--- config.mk ---
export PLATFORM = sky130hd
export DESIGN_NAME = seq_multiplier
export DESIGN_NICKNAME = d
export VERILOG_FILES = /design/src/rtl/seq_multiplier_pkg.sv /design/src/rtl/seq_multiplier_adder.sv /design/src/rtl/seq_multiplier.sv
export SDC_FILE = /design/constraint.sdc
export NUM_CORES = 1
export LEC_CHECK = 0
export CAP_MARGIN = 5
export CORE_MARGIN = 3
export CORE_UTILIZATION = 60
export CTS_CLUSTER_DIAMETER = 150
export DETAILED_ROUTE_END_ITERATION = 10
export GPL_TIMING_DRIVEN = 0
export PLACE_DENSITY = 0.9
export SLEW_MARGIN = 10
export SYNTH_ARGS = -nofsm -noshare
export SYNTH_HDL_FRONTEND = slang
export SYNTH_SLANG_ARGS = --single-unit
--- constraint.sdc ---
create_clock -name i_clk -period 46.3 [get_ports i_clk]
set_clock_uncertainty 0.2 [all_clocks]
set_input_delay 11.575 -clock i_clk [delete_from_list [all_inputs] [get_ports i_clk]]
set_output_delay 11.575 -clock i_clk [all_outputs]
set_load 0.05 [all_outputs]
--- src/rtl/seq_multiplier_pkg.sv ---
// ----------------------------------------------------------------------------
// seq_multiplier_pkg
//   Shared types and constants for the sequential 32x32 multiplier.
//   - mul_op_e    : RISC-V M-extension multiply flavours (encoded as i_op)
//   - mul_state_e : controller states IDLE -> MUL -> FIX1 -> FIX2 -> DONE
//   - MUL_ITER    : number of shift-add iterations (one per multiplier bit)
//   - helpers telling which operand is treated as two's complement per op
// ----------------------------------------------------------------------------
package seq_multiplier_pkg;

    localparam int unsigned MUL_ITER = 32;
    localparam int unsigned ITER_W   = $clog2(MUL_ITER);

    typedef enum logic [1:0] {
        OP_MUL    = 2'b00,
        OP_MULH   = 2'b01,
        OP_MULHSU = 2'b10,
        OP_MULHU  = 2'b11
    } mul_op_e;

    typedef enum logic [2:0] {
        ST_IDLE,
        ST_MUL,
        ST_FIX1,
        ST_FIX2,
        ST_DONE
    } mul_state_e;

    // Multiplicand is signed for MULH and MULHSU.
    function automatic logic rs1_is_signed(input mul_op_e op);
        return (op == OP_MULH) || (op == OP_MULHSU);
    endfunction

    // Multiplier is signed for MULH only.
    function automatic logic rs2_is_signed(input mul_op_e op);
        return (op == OP_MULH);
    endfunction

endpackage

--- src/rtl/seq_multiplier_adder.sv ---
// ----------------------------------------------------------------------------
// adder
//   Ripple-carry adder shared by every arithmetic step of the multiplier.
//   Ports:
//     op_a, op_b : WIDTH-bit addends
//     cin        : carry in (set to 1 with an inverted op_b to subtract)
//     cout       : carry out of the top bit
//     sum        : WIDTH-bit sum
// ----------------------------------------------------------------------------
module adder #(
    parameter int unsigned WIDTH = 32
) (
    input  logic [WIDTH-1:0] op_a,
    input  logic [WIDTH-1:0] op_b,
    input  logic             cin,
    output logic             cout,
    output logic [WIDTH-1:0] sum
);

    logic [WIDTH:0] w_carry;

    always_comb begin
        w_carry    = '0;
        sum        = '0;
        w_carry[0] = cin;
        for (int unsigned i = 0; i < WIDTH; i++) begin
            sum[i]       = op_a[i] ^ op_b[i] ^ w_carry[i];
            w_carry[i+1] = (op_a[i] & op_b[i]) | (w_carry[i] & (op_a[i] ^ op_b[i]));
        end
    end

    assign cout = w_carry[WIDTH];

endmodule

--- src/rtl/seq_multiplier.sv ---
// ----------------------------------------------------------------------------
// seq_multiplier
//   Iterative 32x32 multiplier for MUL / MULH / MULHSU / MULHU.
//   32 unsigned shift-add steps build the raw 64-bit product, then two fixed
//   correction steps subtract the sign terms from the high word, so every op
//   completes with the same latency (o_valid in the 35th cycle after accept).
//   Ports:
//     i_clk    : clock, rising edge
//     i_rst_n  : asynchronous active-low reset
//     i_start  : request, accepted only in IDLE without i_kill
//     i_kill   : flush; returns to IDLE on the next edge, no result
//     i_op     : 00 MUL, 01 MULH, 10 MULHSU, 11 MULHU
//     i_rs1    : multiplicand
//     i_rs2    : multiplier
//     o_busy   : high in every non-IDLE state
//     o_valid  : one-cycle strobe in DONE
//     o_result : low word for MUL, high word otherwise; held until next DONE
// ----------------------------------------------------------------------------
module seq_multiplier
    import seq_multiplier_pkg::*;
#(
    parameter int unsigned XLEN = 32
) (
    input  logic            i_clk,
    input  logic            i_rst_n,
    input  logic            i_start,
    input  logic            i_kill,
    input  logic [1:0]      i_op,
    input  logic [XLEN-1:0] i_rs1,
    input  logic [XLEN-1:0] i_rs2,
    output logic            o_busy,
    output logic            o_valid,
    output logic [XLEN-1:0] o_result
);

    mul_state_e        r_state;
    mul_state_e        w_next_state;
    logic              w_accept;

    logic [ITER_W-1:0] r_iter;
    mul_op_e           r_op;
    logic [XLEN-1:0]   r_rs1;
    logic [XLEN-1:0]   r_rs2;
    logic [XLEN-1:0]   r_acc_hi;
    logic [XLEN-1:0]   r_acc_lo;
    logic [XLEN-1:0]   r_result;

    logic [XLEN-1:0]   w_add_a;
    logic [XLEN-1:0]   w_add_b;
    logic              w_add_cin;
    logic              w_add_cout;
    logic [XLEN-1:0]   w_add_sum;

    // ------------------------------------------------------------------
    // Controller: state register
    // ------------------------------------------------------------------
    always_ff @(posedge i_clk or negedge i_rst_n) begin
        if (!i_rst_n) begin
            r_state <= ST_IDLE;
        end else begin
            r_state <= w_next_state;
        end
    end

    // ------------------------------------------------------------------
    // Controller: next state. Kill overrides everything, including a
    // simultaneous start in IDLE.
    // ------------------------------------------------------------------
    always_comb begin
        w_next_state = r_state;
        w_accept     = 1'b0;
        if (i_kill) begin
            w_next_state = ST_IDLE;
        end else begin
            case (r_state)
                ST_IDLE: begin
                    if (i_start) begin
                        w_next_state = ST_MUL;
                        w_accept     = 1'b1;
                    end
                end
                ST_MUL: begin
                    if (r_iter == ITER_W'(MUL_ITER - 1)) begin
                        w_next_state = ST_FIX1;
                    end
                end
                ST_FIX1: w_next_state = ST_FIX2;
                ST_FIX2: w_next_state = ST_DONE;
                ST_DONE: w_next_state = ST_IDLE;
                default: w_next_state = ST_IDLE;
            endcase
        end
    end

    assign o_busy   = (r_state != ST_IDLE);
    assign o_valid  = (r_state == ST_DONE);
    assign o_result = r_result;

    // ------------------------------------------------------------------
    // Shared adder operand selection.
    //   MUL  : acc_hi + (acc_lo[0] ? rs1 : 0)
    //   FIX1 : acc_hi - (signed rs1 negative ? rs2 : 0)
    //   FIX2 : acc_hi - (signed rs2 negative ? rs1 : 0)
    // Subtracting zero (~0 + 1) leaves acc_hi unchanged, which keeps the
    // correction steps unconditional.
    // ------------------------------------------------------------------
    always_comb begin
        w_add_a   = r_acc_hi;
        w_add_b   = '0;
        w_add_cin = 1'b0;
        case (r_state)
            ST_MUL: begin
                w_add_b = r_acc_lo[0] ? r_rs1 : '0;
            end
            ST_FIX1: begin
                w_add_b   = ~((rs1_is_signed(r_op) && r_rs1[XLEN-1]) ? r_rs2 : '0);
                w_add_cin = 1'b1;
            end
            ST_FIX2: begin
                w_add_b   = ~((rs2_is_signed(r_op) && r_rs2[XLEN-1]) ? r_rs1 : '0);
                w_add_cin = 1'b1;
            end
            default: begin
                w_add_b   = '0;
                w_add_cin = 1'b0;
            end
        endcase
    end

    adder #(
        .WIDTH (XLEN)
    ) u_adder (
        .op_a (w_add_a),
        .op_b (w_add_b),
        .cin  (w_add_cin),
        .cout (w_add_cout),
        .sum  (w_add_sum)
    );

    // ------------------------------------------------------------------
    // Datapath registers
    // ------------------------------------------------------------------
    always_ff @(posedge i_clk or negedge i_rst_n) begin
        if (!i_rst_n) begin
            r_iter   <= '0;
            r_op     <= OP_MUL;
            r_rs1    <= '0;
            r_rs2    <= '0;
            r_acc_hi <= '0;
            r_acc_lo <= '0;
            r_result <= '0;
        end else if (w_accept) begin
            r_iter   <= '0;
            r_op     <= mul_op_e'(i_op);
            r_rs1    <= i_rs1;
            r_rs2    <= i_rs2;
            r_acc_hi <= '0;
            r_acc_lo <= i_rs2;
        end else if (i_kill) begin
            r_iter   <= '0;
        end else begin
            case (r_state)
                ST_MUL: begin
                    // {cout,sum,acc_lo} >> 1: the consumed multiplier bit falls
                    // off acc_lo while the new product bit enters at its top.
                    r_acc_hi <= {w_add_cout, w_add_sum[XLEN-1:1]};
                    r_acc_lo <= {w_add_sum[0], r_acc_lo[XLEN-1:1]};
                    r_iter   <= r_iter + 1'b1;
                end
                ST_FIX1: begin
                    r_acc_hi <= w_add_sum;
                end
                ST_FIX2: begin
                    // Result register is loaded on the edge into DONE so the
                    // final high word is visible together with o_valid.
                    r_acc_hi <= w_add_sum;
                    r_result <= (r_op == OP_MUL) ? r_acc_lo : w_add_sum;
                end
                default: begin
                    r_iter <= r_iter;
                end
            endcase
        end
    end

endmodule

==> impl_metrics.csv <==
group,metric,value,unit
outcome,status,"finished clean",
worst_setup_path,critical_path_arrival,17.18,ns
global_route,antenna_found_initial,0,
clock_network,htreeDepth,4,
clock_network,cts_hold_buf,0,
floorplan,dieArea,15820,um^2
floorplan,io_pins,104,
final_layout,final_nets,924,
route,wl_per_cell,23.60,um
worst_setup_path,crit_path_end_kind,"flop",
sta,fmax,0.05876,GHz
clock_network,numCtsBuffers,17,
yosys,yosysSeqAreaShare,49.42,%
global_route,gr-total-overflow,0,
power,p_leak,4.868,nW
floorplan,die_h,125.8,um
clock_network,cts_tree,"yes",
yosys,syn_inst,695,
sta,finalCritPeriodShare,36.76,%
yosys,synth_cell_types,46,
yosys,async_reset_ff_share,100.0,%
power,p_per_area,38.24,nW/um^2
global_route,grt_usage,30.62,%
clock_network,cts_sinks,170,
run,maxCapViolCount,0,
worst_setup_path,startpoint_type,"flop",
yosys,synth.cell_area,8608,um^2
sta,max_slew_margin,39.59,%
global_route,grt_pass1_wl,38000,um
worst_setup_path,crit_fanout,10,
sta,setup_viol,0,
placement,globalplace.congestion,0.9078,
yosys,synth_edf_count,0,
yosys,synth_seq_cells,170,
worst_hold_path,hp-class,"reg2reg",
global_route,grt_pass1_vias,7212,
clock_network,post_cts_resized,0,
yosys,synth.avg_cell_area,12.39,um^2
route,viasPerCell,6.690,
sta,rsz0062_at_grt,"no",
clock_network,clockRootBuffer,"clkbuf_16",
floorplan,design.core.area,13930,um^2
sta,finalMaxSlewViolations,0,
final_layout,area_delta_synth_final,21.90,%
final_layout,antennaDiodeCount,0,
floorplan,start_util,61.78,%
clock_network,worstSkewPairLatency,0.43,ns
yosys,ys_warn_count,0,
clock_network,clk_path_buf_depth,2,
floorplan,die_w,125.8,um
sta,tightest_slew,0.8935,ns
sta,fin_crit,17.02,ns
power,vdd_drop_max,0.00002863,V
placement,io_buffers,103,
final_layout,multi_input_area,3971,um^2
placement,dpl.cell_count,979,
clock_network,post-cts-setup-buffers,0,
floorplan,fp-row-count,43,
placement,dp_hpwl,16590,um
placement,post-place-ws,29.62,ns
final_layout,layout-drive-gt1-share,12.29,%
final_layout,regArea,4254,um^2
global_route,grt_max_degree,118,
worst_setup_path,crit_path_max_incr_delay,0.62,ns
final_layout,fin_util,75.31,%
worst_setup_path,slowest_stage,"clkbuf_1",
clock_network,clk_pin_slew_worst_paths,0.06,ns
worst_setup_path,cpMostUsedCell,"fa_1",
route,drt-initial-drc-count,802,
worst_setup_path,crit_required,46.46,ns
yosys,synth_nets,801,
sta,hold_violations,0,
worst_setup_path,critPathKind,"reg2reg",
sta,final.setup.tns,0,ns
final_layout,nFillCells,854,
sta,setup_slack,29.28,ns
route,via_count,6757,
route,ant_nets,0,
yosys,synthFlopType,"dfrtp_1",
route,finalWirelength,23830,um
route,drt_pass1_iterations,5,
final_layout,final_cells,1010,
route,drc,0,
-- critical path, delay by kind of cell (launching register included) --
kind | cells | cell delay [ns]
muxes | 1 | 0.30
DFF | 1 | 0.36
buffers and inverters | 5 | 1.02
AOI/OAI and AO/OA | 3 | 0.60
adders and majority gates | 33 | 14.30
and+or+nand+nor | 1 | 0.17
-- logic make-up after synthesis --
group | Yosys count | share of synthesized area (%)
flip-flops | 170 | 49.42
buffers and inverters | 81 | 4.448
multiplexers | 129 | 15.89
AO/OA/AOI/OAI | 185 | 16.09
adder cells (fa/ha/maj) | 36 | 8.023
AND/OR/NAND/NOR | 94 | 6.134
-- cell type report --
type,count,area share (%)
Sequential cell,170,40.54
Multi-Input combinational cell,444,37.84
Timing Repair Buffer,104,10.13
Clock inverter,7,1.097
Tap cell,180,2.146
Clock buffer,24,4.590
Inverter,19,0.6796
Buffer,62,2.969
-- power by group --
part	switching [W]	leakage [nW]	internal (W)
registers	0.0000173	2.18	0.000168
logic	0.0000360	2.41	0.0000330
clock network	0.0000579	0.286	0.0000887
total	0.000111	4.87	0.000290
-- synth_stat cells, types with 4 or more instances --
library cell / count / area share (%)
dfrtp_1: 170 / 49
mux2i_1: 68 / 7.9
mux2_2: 40 / 5.2
a21oi_1: 39 / 2.3
nor2_1: 35 / 1.5
fa_1: 32 / 7.4
o2bb2ai_1: 32 / 3.3
a221oi_1: 31 / 3.2
a21o_1: 30 / 2.6
clkbuf_1: 30 / 1.3
and3_1: 24 / 1.7
a221o_1: 22 / 2.6
mux2_1: 21 / 2.7
inv_1: 18 / 0.78
o21ai_0: 18 / 1.0
buf_2: 15 / 0.87
nand3_1: 10 / 0.58
buf_1: 7 / 0.31
buf_4: 6 / 0.52
nor2b_1: 5 / 0.36
ha_1: 4 / 0.58
-- per-stage QoR --
step / hold WS, ns / power (W) / instance area, um^2
2_1_floorplan: 0.2561 / 0.0002249 / 8608
4_1_cts: 0.2917 / 0.0003994 / 10490
5_1_grt: 0.3166 / 0.0004143 / 10490
6_report: 0.2926 / 0.0004013 / 10490
3_5_place_dp: 0.2775 / 0.0002543 / 9897
3_3_place_gp: 0.2681 / 0.0002490 / 9864
-- sequential cells by signal (all words and copies together), names as in the netlist --
register / count
r_acc_hi: 32
r_rs2: 32
r_op: 2
r_rs1: 32
r_acc_lo: 32
o_result: 32
r_iter: 5
r_state: 3
-- routing by layer --
layer	vias to the layer above	routed length (um)	GRT usage [%]
met3	99	2299	6.658
li1	2825	-	-
met1	3376	8962	38.74
met2	457	11450	50.09
met4	0	1118	15.71
met5	-	0	0
-- cells in the final DEF (no fill, tap or decap), drive strengths merged, types with 3 or more instances in the layout --
| master | instances |
|---|---|
| inv | 19 |
| or3 | 3 |
| and3 | 24 |
| clkdlybuf4s50 | 102 |
| nor2b | 5 |
| mux2 | 61 |
| and2 | 3 |
| nand3 | 10 |
| a21o | 30 |
| dfrtp | 170 |
| nor2 | 35 |
| bufinv | 3 |
| a21oi | 40 |
| a221o | 22 |
| ha | 4 |
| a221oi | 31 |
| fa | 32 |
| clkbuf | 54 |
| mux2i | 68 |
| o2bb2ai | 32 |
| buf | 34 |
| o21ai | 20 |
-- path summary, 6_finish.rpt --
| kind | startpoint | to | slack (ns) | depth (start not counted) |
|---|---|---|---|---|
| hold / removal | r_rs2[4] | r_rs2[4] | 0.29 | 1 |
| max in group asynchronous | i_rst_n | r_rs2[6] | 34.16 | 2 |
| setup reg to reg | r_op[0] | r_acc_hi[31] | 29.28 | 43 |
| min in group asynchronous | i_rst_n | r_rs1[21] | 10.85 | 1 |
| setup / recovery | r_op[0] | r_acc_hi[31] | 29.28 | 43 |
| hold reg to reg | r_rs2[4] | r_rs2[4] | 0.29 | 1 |
(Power assumes the default switching activity.)
